`config.mk`:
```
export PLATFORM = sky130hd
export DESIGN_NAME = apb_sfr_arb_flat
export DESIGN_NICKNAME = d
export VERILOG_FILES = /design/src/rtl/apb_sfr_arb_if.sv /design/src/rtl/apb_sfr_arb.sv /design/src/flat_wrapper.sv
export SDC_FILE = /design/constraint.sdc
export NUM_CORES = 1
export LEC_CHECK = 0
export CAP_MARGIN = 0
export CORE_MARGIN = 5
export CORE_UTILIZATION = 39
export DETAILED_ROUTE_END_ITERATION = 8
export GPL_TIMING_DRIVEN = 0
export PLACE_DENSITY = 0.82
export REMOVE_ABC_BUFFERS = 1
export SLEW_MARGIN = 15
export SYNTH_ARGS = -nofsm -noshare
export SYNTH_HDL_FRONTEND = slang
export SYNTH_SLANG_ARGS = --single-unit
```
`constraint.sdc`:
```
create_clock -name pclk -period 2 [get_ports pclk]
set_input_delay 0.2 -clock pclk [delete_from_list [all_inputs] [get_ports pclk]]
set_output_delay 0.2 -clock pclk [all_outputs]
set_load 0.05 [all_outputs]
```
`src/rtl/apb_sfr_arb_if.sv`:
```
// APB bus between the SFR arbiter (master side) and SFR register banks (slave side).
interface apbif #(
   parameter int AW = 12,
   parameter int DW = 32
) ();
   logic            psel;
   logic            penable;
   logic            pwrite;
   logic [AW-1:0]   paddr;
   logic [DW-1:0]   pwdata;
   logic [DW/8-1:0] pstrb;
   logic [2:0]      pprot;
   logic            apbactive;
   logic [DW-1:0]   prdata;
   logic            pready;
   logic            pslverr;

   modport master (
      output psel, penable, pwrite, paddr, pwdata, pstrb, pprot, apbactive,
      input  prdata, pready, pslverr
   );

   modport slave (
      input  psel, penable, pwrite, paddr, pwdata, pstrb, pprot, apbactive,
      output prdata, pready, pslverr
   );
endinterface

```
`src/rtl/apb_sfr_arb.sv`:
```
// Round-robin arbiter sharing one APB SFR bus between NREQ single-word requesters,
// sequencing SETUP/ACCESS with wait states and an ACCESS-phase timeout.
module apb_sfr_arb #(
   parameter int NREQ  = 4,
   parameter int AW    = 12,
   parameter int DW    = 32,
   parameter int TOCYC = 255
) (
   input  logic                    pclk,
   input  logic                    resetn,
   input  logic [NREQ-1:0]         req,
   input  logic [NREQ-1:0]         reqwr,
   input  logic [NREQ-1:0][AW-1:0] reqaddr,
   input  logic [NREQ-1:0][DW-1:0] reqwdata,
   output logic [NREQ-1:0]         ack,
   output logic                    err,
   output logic [DW-1:0]           rdata,
   output logic [NREQ-1:0]         gnt,
   output logic                    busy,
   apbif.master                    apbm
);
   localparam int PW = (NREQ > 1) ? $clog2(NREQ) : 1;
   localparam int CW = $clog2(TOCYC + 1);
   localparam int SW = DW / 8;
   localparam logic [NREQ-1:0] ONE = 1;

   typedef enum logic [1:0] {IDLE, SETUP, ACCESS, DONE} state_t;

   state_t          state_q;
   logic [PW-1:0]   ptr_q;
   logic [PW-1:0]   gidx_q;
   logic [CW-1:0]   cnt_q;
   logic [NREQ-1:0] gnt_q;
   logic [NREQ-1:0] ack_q;
   logic            err_q;
   logic            busy_q;
   logic            psel_q;
   logic            penable_q;
   logic            pwrite_q;
   logic [AW-1:0]   paddr_q;
   logic [DW-1:0]   pwdata_q;
   logic [SW-1:0]   pstrb_q;
   logic [DW-1:0]   rdata_q;

   logic            found_d;
   logic [PW-1:0]   widx_d;

   // First pending requester at or above the pointer, wrapping modulo NREQ.
   always_comb begin
      found_d = 1'b0;
      widx_d  = '0;
      for (int i = 0; i < NREQ; i++) begin
         if (!found_d && req[(int'(ptr_q) + i) % NREQ]) begin
            found_d = 1'b1;
            widx_d  = PW'((int'(ptr_q) + i) % NREQ);
         end
      end
   end

   always_ff @(posedge pclk or negedge resetn) begin
      if (!resetn) begin
         state_q   <= IDLE;
         ptr_q     <= '0;
         gidx_q    <= '0;
         cnt_q     <= '0;
         gnt_q     <= '0;
         ack_q     <= '0;
         err_q     <= 1'b0;
         busy_q    <= 1'b0;
         psel_q    <= 1'b0;
         penable_q <= 1'b0;
         pwrite_q  <= 1'b0;
         paddr_q   <= '0;
         pwdata_q  <= '0;
         pstrb_q   <= '0;
         rdata_q   <= '0;
      end else begin
         case (state_q)
            IDLE: begin
               if (found_d) begin
                  state_q  <= SETUP;
                  gidx_q   <= widx_d;
                  gnt_q    <= ONE << widx_d;
                  busy_q   <= 1'b1;
                  psel_q   <= 1'b1;
                  pwrite_q <= reqwr[widx_d];
                  paddr_q  <= reqaddr[widx_d];
                  pwdata_q <= reqwr[widx_d] ? reqwdata[widx_d] : '0;
                  pstrb_q  <= {SW{reqwr[widx_d]}};
               end
            end
            SETUP: begin
               state_q   <= ACCESS;
               penable_q <= 1'b1;
               cnt_q     <= '0;
            end
            ACCESS: begin
               cnt_q <= cnt_q + 1'b1;
               if (apbm.pready) begin
                  if (!pwrite_q) rdata_q <= apbm.prdata;
                  err_q     <= apbm.pslverr;
                  ack_q     <= gnt_q;
                  psel_q    <= 1'b0;
                  penable_q <= 1'b0;
                  state_q   <= DONE;
               end else if (cnt_q == CW'(TOCYC - 1)) begin
                  // Last permitted ACCESS cycle without pready: terminate with error.
                  err_q     <= 1'b1;
                  ack_q     <= gnt_q;
                  psel_q    <= 1'b0;
                  penable_q <= 1'b0;
                  state_q   <= DONE;
               end
            end
            DONE: begin
               state_q <= IDLE;
               ack_q   <= '0;
               err_q   <= 1'b0;
               gnt_q   <= '0;
               busy_q  <= 1'b0;
               ptr_q   <= (int'(gidx_q) == NREQ - 1) ? '0 : gidx_q + 1'b1;
            end
            default: state_q <= IDLE;
         endcase
      end
   end

   assign ack            = ack_q;
   assign err            = err_q;
   assign rdata          = rdata_q;
   assign gnt            = gnt_q;
   assign busy           = busy_q;
   assign apbm.psel      = psel_q;
   assign apbm.penable   = penable_q;
   assign apbm.pwrite    = pwrite_q;
   assign apbm.paddr     = paddr_q;
   assign apbm.pwdata    = pwdata_q;
   assign apbm.pstrb     = pstrb_q;
   assign apbm.pprot     = 3'b000;
   assign apbm.apbactive = psel_q;
endmodule

```
`src/flat_wrapper.sv`:
```
// flat-port wrapper written by rule: the top's interface ports become plain ports
module apb_sfr_arb_flat 
#(
   parameter int NREQ  = 4,
   parameter int AW    = 12,
   parameter int DW    = 32,
   parameter int TOCYC = 255
)
  (pclk, resetn, req, reqwr, reqaddr, reqwdata, ack, err, rdata, gnt, busy, apbm_psel, apbm_penable, apbm_pwrite, apbm_paddr, apbm_pwdata, apbm_pstrb, apbm_pprot, apbm_apbactive, apbm_prdata, apbm_pready, apbm_pslverr);
  apbif #(.AW(AW), .DW(DW)) apbm_i ();
  input  logic pclk;
  input  logic resetn;
  input  logic [NREQ-1:0] req;
  input  logic [NREQ-1:0] reqwr;
  input  logic [NREQ-1:0][AW-1:0] reqaddr;
  input  logic [NREQ-1:0][DW-1:0] reqwdata;
  output logic [NREQ-1:0] ack;
  output logic err;
  output logic [DW-1:0] rdata;
  output logic [NREQ-1:0] gnt;
  output logic busy;
  output wire logic [$bits(apbm_i.psel)-1:0] apbm_psel;
  output wire logic [$bits(apbm_i.penable)-1:0] apbm_penable;
  output wire logic [$bits(apbm_i.pwrite)-1:0] apbm_pwrite;
  output wire logic [$bits(apbm_i.paddr)-1:0] apbm_paddr;
  output wire logic [$bits(apbm_i.pwdata)-1:0] apbm_pwdata;
  output wire logic [$bits(apbm_i.pstrb)-1:0] apbm_pstrb;
  output wire logic [$bits(apbm_i.pprot)-1:0] apbm_pprot;
  output wire logic [$bits(apbm_i.apbactive)-1:0] apbm_apbactive;
  input wire logic [$bits(apbm_i.prdata)-1:0] apbm_prdata;
  input wire logic [$bits(apbm_i.pready)-1:0] apbm_pready;
  input wire logic [$bits(apbm_i.pslverr)-1:0] apbm_pslverr;
  assign apbm_psel = apbm_i.psel;
  assign apbm_penable = apbm_i.penable;
  assign apbm_pwrite = apbm_i.pwrite;
  assign apbm_paddr = apbm_i.paddr;
  assign apbm_pwdata = apbm_i.pwdata;
  assign apbm_pstrb = apbm_i.pstrb;
  assign apbm_pprot = apbm_i.pprot;
  assign apbm_apbactive = apbm_i.apbactive;
  assign apbm_i.prdata = apbm_prdata;
  assign apbm_i.pready = apbm_pready;
  assign apbm_i.pslverr = apbm_pslverr;
  apb_sfr_arb #(.NREQ(NREQ), .AW(AW), .DW(DW), .TOCYC(TOCYC)) u_core (.pclk(pclk), .resetn(resetn), .req(req), .reqwr(reqwr), .reqaddr(reqaddr), .reqwdata(reqwdata), .ack(ack), .err(err), .rdata(rdata), .gnt(gnt), .busy(busy), .apbm(apbm_i));
endmodule
```
==> results by group <==
Outcome
  • Status: finished, violations left
  • Failing checks: setup timing

Pwr
  • Clock power share: 0.116
  • PwrDens: roughly 1700 nW/µm²
  • VDD IR max: roughly 0.64 mV
  • P_sw: 0.00759 W
  • Int Pwr: 0.00806 W
  • Net Sw Frac: 0.485
  • Combinational power share: 0.651
  • Reg power frac: 0.233
  • Leak Pwr: about 3.8 nW

Synth
  • Most frequent cell after synthesis: dfrtp_1
  • Top_reg_cell synth: dfrtp_1
  • Simple-gate share of the synthesized area: 0.0918
  • Yosys reg bits: about 100
  • Top-area cell type share of the netlist area: 0.468
  • Post-synth cell types: 53
  • Ys Warns: 0
  • Number of synthesized flops with an enable pin: 0
  • Synth area leaders: dfrtp_1 47%, mux2_2 8.0%, a221o_1 5.8%
  • Post-synthesis mux area share: 0.0834
  • Avg Cell Area, Syn: 11.0 µm²
  • Ys async rst share: 1.00
  • Seq/Total Area, Yosys: 0.468
  • Post-synth top area cell: dfrtp_1
  • Synth Area in Adders: 0.0159
  • Commonest cells in the netlist: 103 x dfrtp_1, 39 x mux2_2, 37 x nand3_1
  • Post-Synth XOR/XNOR Area: 0.00159
  • Largest family of logic cells by synthesized area: compound AO/OA/AOI/OAI gates
  • Gate Count Post-Synth: around 500
  • Cell Area, Synth: approximately 5500 µm²
  • Synth Area in Compound Gates: 0.265

Setup path
  • Crit-path max FO: 10
  • CP max stage cell: or3_4
  • Crit path kind: reg -> reg
  • Req. time, crit path: 2.23 ns
  • CP Launch Type: flip-flop
  • Endpoint class of the critical path: flip-flop
  • Crit-path cells: nand2b_4, a211oi_2, or3_4, clkbuf_16, a221o_1, a22o_1
  • Slowest stage delay, CP: between 0.4 and 0.5 ns
  • Critical path data arrival time: around 2.3 ns

CTS
  • CTS tree: yes
  • CTS Buffer Depth: 2
  • Clock sink total: between 100 and 150
  • CTS buffer count: 9
  • Clk_lat worst skew: 0.35 ns
  • H-tree depth: 3
  • Root buf cell: clkbuf_16
  • Clk slew on worst S/H paths: roughly 0.07 ns

Timing
  • Tightest slew margin relative to the limit: 0.601
  • Final setup violation count: 11
  • Final WS setup: -0.0176 ns
  • Period Utilization, post-route: 1.01
  • RSZ-0062 raised after global routing: true
  • Crit path time final: 2.02 ns
  • Final count of pins violating max slew: 0
  • Final Hold Viols: 0
  • Fmax: ~0.50 GHz
  • Slew @ Worst Pin: 0.597 ns
  • Clk_skew: about 0.0074 ns
  • Final hold slack: roughly 0.26 ns

Floorplanning
  • Site row count: 43
  • Starting Density: 0.397
  • I/O pin cnt: ~320
  • Die Wd: 129 µm
  • Total die area: around 17000 µm²
  • Core area: 13900 µm²
  • Chip height: between 100 and 150 µm

Detailed routing
  • DRT Wirelength: approximately 23000 µm
  • Antenna viol nets, final: 0
  • Vias: just under 6k
  • Vias per inst: 5.82
  • WL/cell: roughly 24 µm
  • Initial drt markers: 386
  • DRC Markers: 0
  • TritonRoute pass-1 iters: 7

Placement
  • DP Cell Count: between 900 and 1k
  • Placer congestion estimate: around 0.89
  • HPWL after DPL: ~16000 µm
  • I/O Buffers: roughly 310

Flow run
  • Max_cap viols: 0

Cells and area
  • Fin nets: about 1.0k
  • Area Overhead vs Synth: 71.6%
  • Inserted Diodes: 0
  • Finished Layout Cells: 990
  • Share of layout cells above drive strength 1: 0.146

Global route
  • Grt total ovfl: 0
  • Wire length of the first global-routing pass: between 30000 and 40000 µm
  • Largest net degree at the start of global routing: 88
  • GRT Util Overall: 0.262
  • Vias in the first global route: ~6k
  • Initial antenna violation count: 0

Hold path
  • HP Class: in -> async
routing by layer:
metal / wire length [µm] / track usage / up-vias / share of wire
met5: 0 / 0 / - / 0
met4: 1000 / 0.0988 / 0 / 0.043
met3: 2080 / 0.0598 / 79 / 0.089
met2: 11900 / 0.463 / 365 / 0.51
met1: 8510 / 0.309 / 2784 / 0.36
li1: - / - / 2535 / -
worst max-delay path, delay by kind of cell (launching register included):
| family | cells | cell delay, ns |
|---|---|---|
| AO/OA/AOI/OAI | 3 | 0.60 |
| buffers and inverters | 1 | 0.21 |
| flip-flops | 1 | 0.44 |
| AND/OR/NAND/NOR | 2 | 0.66 |
state kept, by name, summed over array words and instances, names as in the netlist:
signal	count
u_core.apbm.pwdata	32
u_core.apbm.penable	1
u_core.state_q	2
u_core.busy	1
u_core.ptr_q	2
u_core.gnt	4
u_core.ack	4
u_core.apbm.paddr	12
u_core.cnt_q	8
u_core.rdata	32
u_core.apbm.apbactive	1
u_core.apbm.pwrite	1
u_core.err	1
u_core.gidx_q	2
final cells by class:
class	count	area, µm²
clock buffer	9	225
clock inverter	7	78.8
fill	1005	4430
inverter	13	48.8
multi-input combinational	334	2690
sequential	103	2580
tap	180	225
timing repair buffer	344	3600
kinds of logic after synthesis:
family,Yosys count
flip-flops,103
AO/OA/AOI/OAI,179
AND/OR/NAND/NOR,100
multiplexers,41
adder cells (fa/ha/maj),7
buffers and inverters,67
XOR/XNOR,1
other,1
per-stage QoR:
step           cell area, µm²  setup WS (ns)  TNS (ns)  power, W   util
3_3_place_gp             8520          -3.74   -522.01    0.0126  0.614
3_5_place_dp             8710          -1.30    -61.55    0.0131  0.627
5_1_grt                  9450        -0.0614     -1.41    0.0163  0.681
4_1_cts                  9230         0.0149         0    0.0153  0.665
6_report                 9450        -0.0176   -0.0801    0.0156  0.681
2_1_floorplan            5160          -1.28    -76.93   0.00941      -
cells in the final DEF (no fill, tap or decap), types with 3 or more instances in the layout:
cell type	netlist	layout
a221o_1	32	32
a31oi_4	2	3
clkbuf_16	0	13
conb_1	1	3
mux2_2	39	39
nor2_1	26	24
buf_12	0	6
a21o_1	3	3
a22o_1	32	32
buf_4	10	11
dfrtp_1	103	101
buf_16	0	3
nor2b_1	5	5
o21ai_0	16	15
a221oi_1	3	3
nand3_1	37	36
clkdlybuf4s50_1	0	308
buf_6	7	6
a222oi_1	12	12
ha_1	7	5
nand2_1	15	14
a21oi_1	31	31
o2bb2ai_1	32	32
nand4_1	3	3
inv_1	13	13
final timing paths:
path / depth (start not counted) / end / slack [ns] / start
max: 6 / u_core.apbm.pwdata[9] / -0.02 / u_core.ptr_q[0]
min: 2 / u_core.apbm.paddr[5] / 0.26 / resetn
max reg2reg: 6 / u_core.apbm.pwdata[9] / -0.02 / u_core.ptr_q[0]
min reg2reg: 1 / u_core.apbm.penable / 0.48 / u_core.apbm.penable
max in group asynchronous: 3 / u_core.ptr_q[1] / 1.08 / resetn
min in group pclk: 2 / u_core.rdata[2] / 0.47 / apbm_prdata[2]
power groups by stage:
stage / Sequential (W) / Combinational [W] / Clock, W
global route: 0.00376 / 0.0107 / 0.00192
CTS: 0.00364 / 0.00979 / 0.00184
detailed placement: 0.00367 / 0.00939 / 0
floorplan: 0.00668 / 0.00273 / 0
global placement: 0.00360 / 0.00898 / 0
finish: 0.00365 / 0.0102 / 0.00182
repair_timing:
action,4_1_cts,5_1_grt
hold buffers,1,0
gates cloned,3,6
pin swaps,6,2
setup buffers,12,4
setup endpoints to repair,78,59
hold endpoints to repair,16,0
gates resized for setup,19,15
Power figures use the tool's default switching activity.
